`config.mk`:
```
export PLATFORM = sky130hd
export DESIGN_NAME = cl_dmem_sequencer
export DESIGN_NICKNAME = d
export VERILOG_FILES = /design/src/rtl/cl_dmem_sequencer.sv
export SDC_FILE = /design/constraint.sdc
export NUM_CORES = 1
export LEC_CHECK = 0
export BUFFER_PORTS_ARGS = -buffer_cell sky130_fd_sc_hd__buf_2
export CAP_MARGIN = 20
export CORE_ASPECT_RATIO = 1.75
export CORE_MARGIN = 2
export CORE_UTILIZATION = 47
export DETAILED_ROUTE_END_ITERATION = 7
export PLACE_DENSITY = 0.77
export SYNTH_ARGS = -nofsm -noshare
export SYNTH_HDL_FRONTEND = slang
export SYNTH_SLANG_ARGS = --single-unit
```
`constraint.sdc`:
```
create_clock -name clk -period 2.1 [get_ports clk]
set_input_delay 0.21 -clock clk [delete_from_list [all_inputs] [get_ports clk]]
set_output_delay 0.21 -clock clk [all_outputs]
set_load 0.05 [all_outputs]
```
`src/rtl/cl_dmem_sequencer.sv`:
```
// Data-memory sequencer for the execute stage: one valid/yumi request per mem op, stalls until done.
// Optional watchdog enabled by defining DMEM_TIMEOUT_EN.
module cl_dmem_sequencer #(
  parameter int ADDR_WIDTH     = 32,
  parameter int TIMEOUT_CYCLES = 256
) (
  input  logic                  clk,
  input  logic                  n_reset,
  input  logic                  op_valid_i,
  input  logic                  is_load_i,
  input  logic                  is_store_i,
  input  logic                  is_byte_i,
  input  logic [ADDR_WIDTH-1:0] addr_i,
  input  logic [31:0]           store_data_i,
  output logic                  stall_o,
  output logic                  load_valid_o,
  output logic [31:0]           load_data_o,
  output logic                  misalign_o,
  output logic                  timeout_o,
  output logic                  dmem_req_valid_o,
  output logic                  dmem_req_we_o,
  output logic [ADDR_WIDTH-1:0] dmem_req_addr_o,
  output logic [31:0]           dmem_req_wdata_o,
  output logic [3:0]            dmem_req_mask_o,
  input  logic                  dmem_req_yumi_i,
  input  logic                  dmem_rsp_valid_i,
  input  logic [31:0]           dmem_rsp_data_i
);

  typedef enum logic [1:0] {S_IDLE, S_REQ, S_WAIT_RSP, S_DONE} state_t;

  state_t                r_state, w_state_next;
  logic                  r_is_load, r_we, r_misalign;
  logic                  r_is_byte;
  logic [1:0]            r_lane;
  logic [ADDR_WIDTH-1:0] r_req_addr;
  logic [31:0]           r_wdata, r_load_data;
  logic [3:0]            r_mask;

  logic                  w_mem_op, w_misaligned, w_capture, w_timeout_hit;
  logic [3:0]            w_mask_in;
  logic [31:0]           w_wdata_in, w_rsp_fmt;
  logic [7:0]            w_rsp_byte;

  assign w_mem_op     = op_valid_i & (is_load_i | is_store_i);
  assign w_misaligned = ~is_byte_i & (addr_i[1:0] != 2'b00);
  assign w_capture    = (r_state == S_IDLE) & w_mem_op & ~w_misaligned;
  assign w_mask_in    = is_byte_i ? (4'b0001 << addr_i[1:0]) : 4'hF;
  assign w_wdata_in   = is_byte_i ? {4{store_data_i[7:0]}} : store_data_i;

  // Little-endian lane pick for LBU; the lane comes from the captured address.
  always_comb begin
    w_rsp_byte = dmem_rsp_data_i[7:0];
    case (r_lane)
      2'd0: w_rsp_byte = dmem_rsp_data_i[7:0];
      2'd1: w_rsp_byte = dmem_rsp_data_i[15:8];
      2'd2: w_rsp_byte = dmem_rsp_data_i[23:16];
      2'd3: w_rsp_byte = dmem_rsp_data_i[31:24];
      default: w_rsp_byte = dmem_rsp_data_i[7:0];
    endcase
  end
  assign w_rsp_fmt = r_is_byte ? {24'b0, w_rsp_byte} : dmem_rsp_data_i;

`ifdef DMEM_TIMEOUT_EN
  localparam int CW = $clog2(TIMEOUT_CYCLES) + 1;
  localparam logic [CW-1:0] C_LIMIT = CW'(TIMEOUT_CYCLES - 1);
  logic [CW-1:0] r_cnt;
  logic          r_timeout;

  // A completing handshake in the limit cycle wins over the watchdog.
  assign w_timeout_hit = ((r_state == S_REQ && !dmem_req_yumi_i) ||
                          (r_state == S_WAIT_RSP && !dmem_rsp_valid_i)) && (r_cnt == C_LIMIT);

  always_ff @(posedge clk) begin
    if (!n_reset) begin
      r_cnt     <= '0;
      r_timeout <= 1'b0;
    end else begin
      if (w_capture) r_cnt <= '0;
      else if (r_state == S_REQ || r_state == S_WAIT_RSP) r_cnt <= r_cnt + 1'b1;
      r_timeout <= r_timeout | w_timeout_hit;
    end
  end
  assign timeout_o = r_timeout;
`else
  logic w_unused_cfg;
  assign w_unused_cfg  = (TIMEOUT_CYCLES > 0);
  assign w_timeout_hit = 1'b0;
  assign timeout_o     = 1'b0;
`endif

  always_comb begin
    w_state_next     = r_state;
    stall_o          = 1'b0;
    dmem_req_valid_o = 1'b0;
    load_valid_o     = 1'b0;
    case (r_state)
      S_IDLE: begin
        if (w_capture) begin
          stall_o      = 1'b1;
          w_state_next = S_REQ;
        end
      end
      S_REQ: begin
        stall_o          = 1'b1;
        dmem_req_valid_o = 1'b1;
        if (dmem_req_yumi_i)    w_state_next = r_we ? S_DONE : S_WAIT_RSP;
        else if (w_timeout_hit) w_state_next = S_DONE;
      end
      S_WAIT_RSP: begin
        stall_o = 1'b1;
        if (dmem_rsp_valid_i || w_timeout_hit) w_state_next = S_DONE;
      end
      S_DONE: begin
        load_valid_o = r_is_load;
        w_state_next = S_IDLE;
      end
      default: w_state_next = S_IDLE;
    endcase
  end

  always_ff @(posedge clk) begin
    if (!n_reset) begin
      r_state     <= S_IDLE;
      r_is_load   <= 1'b0;
      r_we        <= 1'b0;
      r_is_byte   <= 1'b0;
      r_lane      <= 2'b00;
      r_req_addr  <= '0;
      r_wdata     <= 32'h0;
      r_mask      <= 4'h0;
      r_load_data <= 32'h0;
      r_misalign  <= 1'b0;
    end else begin
      r_state    <= w_state_next;
      r_misalign <= (r_state == S_IDLE) & w_mem_op & w_misaligned;
      if (w_capture) begin
        r_is_load  <= is_load_i;
        r_we       <= is_store_i & ~is_load_i;
        r_is_byte  <= is_byte_i;
        r_lane     <= addr_i[1:0];
        r_req_addr <= {addr_i[ADDR_WIDTH-1:2], 2'b00};
        r_wdata    <= w_wdata_in;
        r_mask     <= w_mask_in;
      end
      if (r_state == S_WAIT_RSP && dmem_rsp_valid_i) r_load_data <= w_rsp_fmt;
      else if (w_timeout_hit && r_is_load)          r_load_data <= 32'h0;
    end
  end

  assign load_data_o      = r_load_data;
  assign misalign_o       = r_misalign;
  assign dmem_req_we_o    = r_we;
  assign dmem_req_addr_o  = r_req_addr;
  assign dmem_req_wdata_o = r_wdata;
  assign dmem_req_mask_o  = r_mask;

endmodule

```
==> results.md <==
Status:
- The flow ran to the end, and the final reports show no timing, DRC or antenna violations.

Logic synthesis:
- The proportion of netlist area held by the largest area contributor is 46.9%.
- The cell area that synthesis handed to floorplanning was 0.00453 mm2.
- The number of warnings reported in the yosys synthesis log is 0.
- Synthesis inferred 106 register bits.
- Counting every instance in the synthesized netlist gives 527.
- The average size of a mapped cell is 8.59 um2.
- The primary flip-flop cell chosen by synthesis mapping is dfxtp_1.
- Sequential elements use 46.9% of the synthesized area.
- The fraction of registers with async set or reset after synthesis is 0%.
- In this run, distinct cell masters in the synthesized netlist total 40.
- The synthesized design contains 0 enable-type register cells.
- The synthesized design spends more area on one cell type than any other, namely dfxtp_1.
- By count the netlist is led by nand2_1 (109), dfxtp_1 (106), a21oi_1 (61), nor2_1 (37).
- By instance count, the leading cell after synthesis is nand2_1.
- After synthesis, the cell types taking the most area are dfxtp_1 (47%), nand2_1 (9.0%), a21oi_1 (6.7%), mux2i_1 (5.5%), o211a_1 (5.3%).

STA:
- At the pin with the least slew margin, the transition time is 645 ps.
- The routed design could run at a clock period as short as 1950 ps.
- The ratio of final minimum period to clock period is 92.9%.
- The worst-case setup margin in the final layout is 149 ps.
- The number of pins with negative max-slew slack in the final report is 0.
- The setup TNS is 0 ps.
- The number of hold violations in the final report came to 0.
- Setup violations remaining at the end of the flow were counted as 0.
- The worst pin sits at a relative slew slack of 56.9%.
- The highest clock frequency the design can meet is 0.513 GHz.
- Setup repair after global routing left no endpoint under its margin.
- The largest clock skew in the final design is 6.63 ps.

Job:
- The number of max-cap violations is 0.

Clock tree:
- The total clock buffers created by CTS is 9.
- At the later pin of the worst-skew pair, clock insertion delay measures 340 ps.
- The maximum clock insertion buffer count is 2.
- For this design, the CTS-stage hold fixing added 0 buffers.
- The total clock sinks is 106.
- The clock tree root buffer cell is clkbuf_16.
- The clock transition time at the flip-flop clock pins of the worst setup and hold paths is 70 ps.
- The clock tree synthesis step divided the H-tree into 3 levels.
- The TritonCTS clock tree is yes.

Routing:
- The number of vias per cell after detailed routing is 5.30.
- The first detailed-routing pass took 4 iterations.
- Wires add up to 13.0 mm.
- The wire length per cell after detailed routing is 15.4 um.
- The detailed router finished its first iteration with 213 violations.
- The number of routed nets with antenna violations is 0.
- The residual DRC count is 0.
- Summing over every cut layer, the via total after detailed routing is 4,461.

Final layout:
- The finished layout holds 842 standard cells, fillers aside.
- The synthesis-to-layout area growth is 31.4%.
- The filler cells instantiated in the layout total 861.
- After the last flow step, the layout net total stands at 824.
- Of the cells placed in the final design, the portion with a size suffix greater than 1 is 33.4%.

Place:
- The number of placed instances, taps included, is 822.
- The total half-perimeter wirelength after legalization and detailed placement is 9.70 mm.
- Timing analysis after detailed placement gives a worst setup slack of 152 ps.
- During placement, the flow inserted port buffers numbering 206.
- The final weighted congestion in routability-driven placement is 0.827.

Floorplanning:
- The effective utilization at floorplan is 48.1%.
- Measured along the x axis, the die boundary spans 78.2 um.
- The core region area is 0.00941 mm2.
- The die is 134 um tall.
- The overall die area is 0.0105 mm2.
- After floorplanning, the core was divided into 47 placement rows.
- For this design the top-level I/O count stands at 210.

Critical path:
- The number of buffer and inverter stages on the critical path is 2.
- On the worst path, the slowest cell contributes a delay of 360 ps.
- Walking the worst path, the cells encountered are inv_1 -> ha_2 -> o211ai_1 -> nor2_4 -> nor2_1 -> nor2_2 -> buf_4.
- On the critical path the largest part of the delay comes from flip-flops.
- The category of the worst setup path capture point is an output pin.
- The arrival time at the worst endpoint is 1740 ps.
- The worst setup path is of the flop to output pin kind.
- Along the worst path, the maximum fanout reaches 6.
- The master of the slowest instance on the critical path is dfxtp_1.
- The launching element type of the critical path is a flop.
- The data required time at the worst endpoint is 1890 ps.

Power:
- The maximum resistive drop on vdd is 0.000711 V.
- For this design the static power due to leakage is 3.00 nW.
- The ratio of total power to cell area is 1080 mW/mm2.

Global route:
- The pin count of the biggest net entering global routing is 87.
- The number of global-route vias before repair is 4,255.
- The first global-routing pass estimated 20.1 mm of wire.
- The number of antenna violations at the first check in global routing was 1.
- Global routing used 24.2% of the available tracks.
- After global routing the overflow that remains totals 0.

Min path:
- The kind of path behind the tightest hold check is primary input to flop.
==> flip-flops by register name (all words and copies together), names as in the netlist <==
signal and cells:
dmem_req_wdata_o 32, load_data_o 32, dmem_req_addr_o 30, dmem_req_mask_o 4, r_lane 2, r_state 2
dmem_req_we_o 1, misalign_o 1, r_is_byte 1, r_is_load 1
==> logic make-up after synthesis <==
group | synth area share, %
multiplexers | 5.53
adder cells (fa/ha/maj) | 1.66
other | 0.0828
buffers and inverters | 5.28
flip-flops | 46.9
AND/OR/NAND/NOR | 21.0
AO/OA/AOI/OAI | 19.6
==> routing by layer <==
metal	vias up	track usage [%]	part of all wire, %
met3	24	4.51	5.0
met4	0	11.4	3.4
met1	2080	25.8	38
met2	170	45.0	53
li1	2187	-	-
met5	-	0	0
==> tightest hold or removal path, delay by kind of cell <==
family / cells / cell delay [ps]
buffers and inverters: 1 / 90
and+or+nand+nor: 1 / 50
AOI/OAI and AO/OA: 1 / 50
==> layout by cell type (no fill, tap or decap), types with 2 or more instances in the layout <==
master | netlist | final
buf_2 | 14 | 205
nand2_1 | 109 | 109
dfxtp_1 | 106 | 106
a21oi_1 | 61 | 61
nor2_1 | 37 | 36
nor3b_1 | 25 | 25
mux2i_1 | 25 | 25
o211a_1 | 24 | 24
buf_4 | 3 | 12
nor2b_1 | 11 | 11
nor3_1 | 10 | 10
a21boi_0 | 10 | 10
nand3_1 | 9 | 9
clkbuf_16 | 0 | 9
a211oi_1 | 8 | 8
o41ai_1 | 8 | 8
o21ai_0 | 6 | 6
ha_1 | 6 | 5
inv_1 | 6 | 4
conb_1 | 1 | 3
clkinv_1 | 1 | 2
a21boi_1 | 2 | 2
and3_1 | 2 | 2
clkbuf_8 | 0 | 2
clkbuf_1 | 22 | 2
clkinv_4 | 0 | 2
buf_12 | 0 | 2
==> area by class of cell <==
type / count / area [um2] / share of cell area (%)
tap: 122 / 153 / 2.56
antenna: 1 / 2.50 / 0.0420
sequential: 106 / 2120 / 35.7
timing repair buffer: 219 / 1160 / 19.4
clock buffer: 13 / 260 / 4.37
inverter: 7 / 26.3 / 0.441
clock inverter: 3 / 47.5 / 0.799
multi-input combinational: 371 / 2180 / 36.7
==> where the power goes <==
part	switching [mW]	internal (mW)
Clock	0.715	0.995
Sequential	0.154	2.26
Combinational	1.64	0.648
==> through the flow <==
stage	instance area, um2	hold WS (ps)	util (%)	total power, mW
6_report	5950	112	63.3	6.41
4_1_cts	5930	95.4	63.0	6.44
3_3_place_gp	5610	440	59.7	4.65
3_5_place_dp	5610	443	59.7	4.72
2_1_floorplan	4540	300	-	4.14
5_1_grt	5950	97.3	63.3	6.71
==> final timing paths <==
path	from	end	slack, ps	cells past startpoint
setup / recovery	r_state[1]$_SDFFE_PN0P_	stall_o	150	7
hold / removal	addr_i[25]	dmem_req_addr_o[25]$_SDFFE_PN0P_	110	3
setup reg to reg	r_state[1]$_SDFFE_PN0P_	dmem_req_wdata_o[28]$_SDFFE_PN0P_	210	8
hold reg to reg	dmem_req_addr_o[18]$_SDFFE_PN0P_	dmem_req_addr_o[18]$_SDFFE_PN0P_	450	2
==> what timing repair did <==
action / CTS / global route
gates resized for setup: 2 / 1
endpoints found under the setup margin: 1 / 1
buffers inserted: 0 / 3
pin swaps: 0 / 1
(Power assumes the default switching activity.)
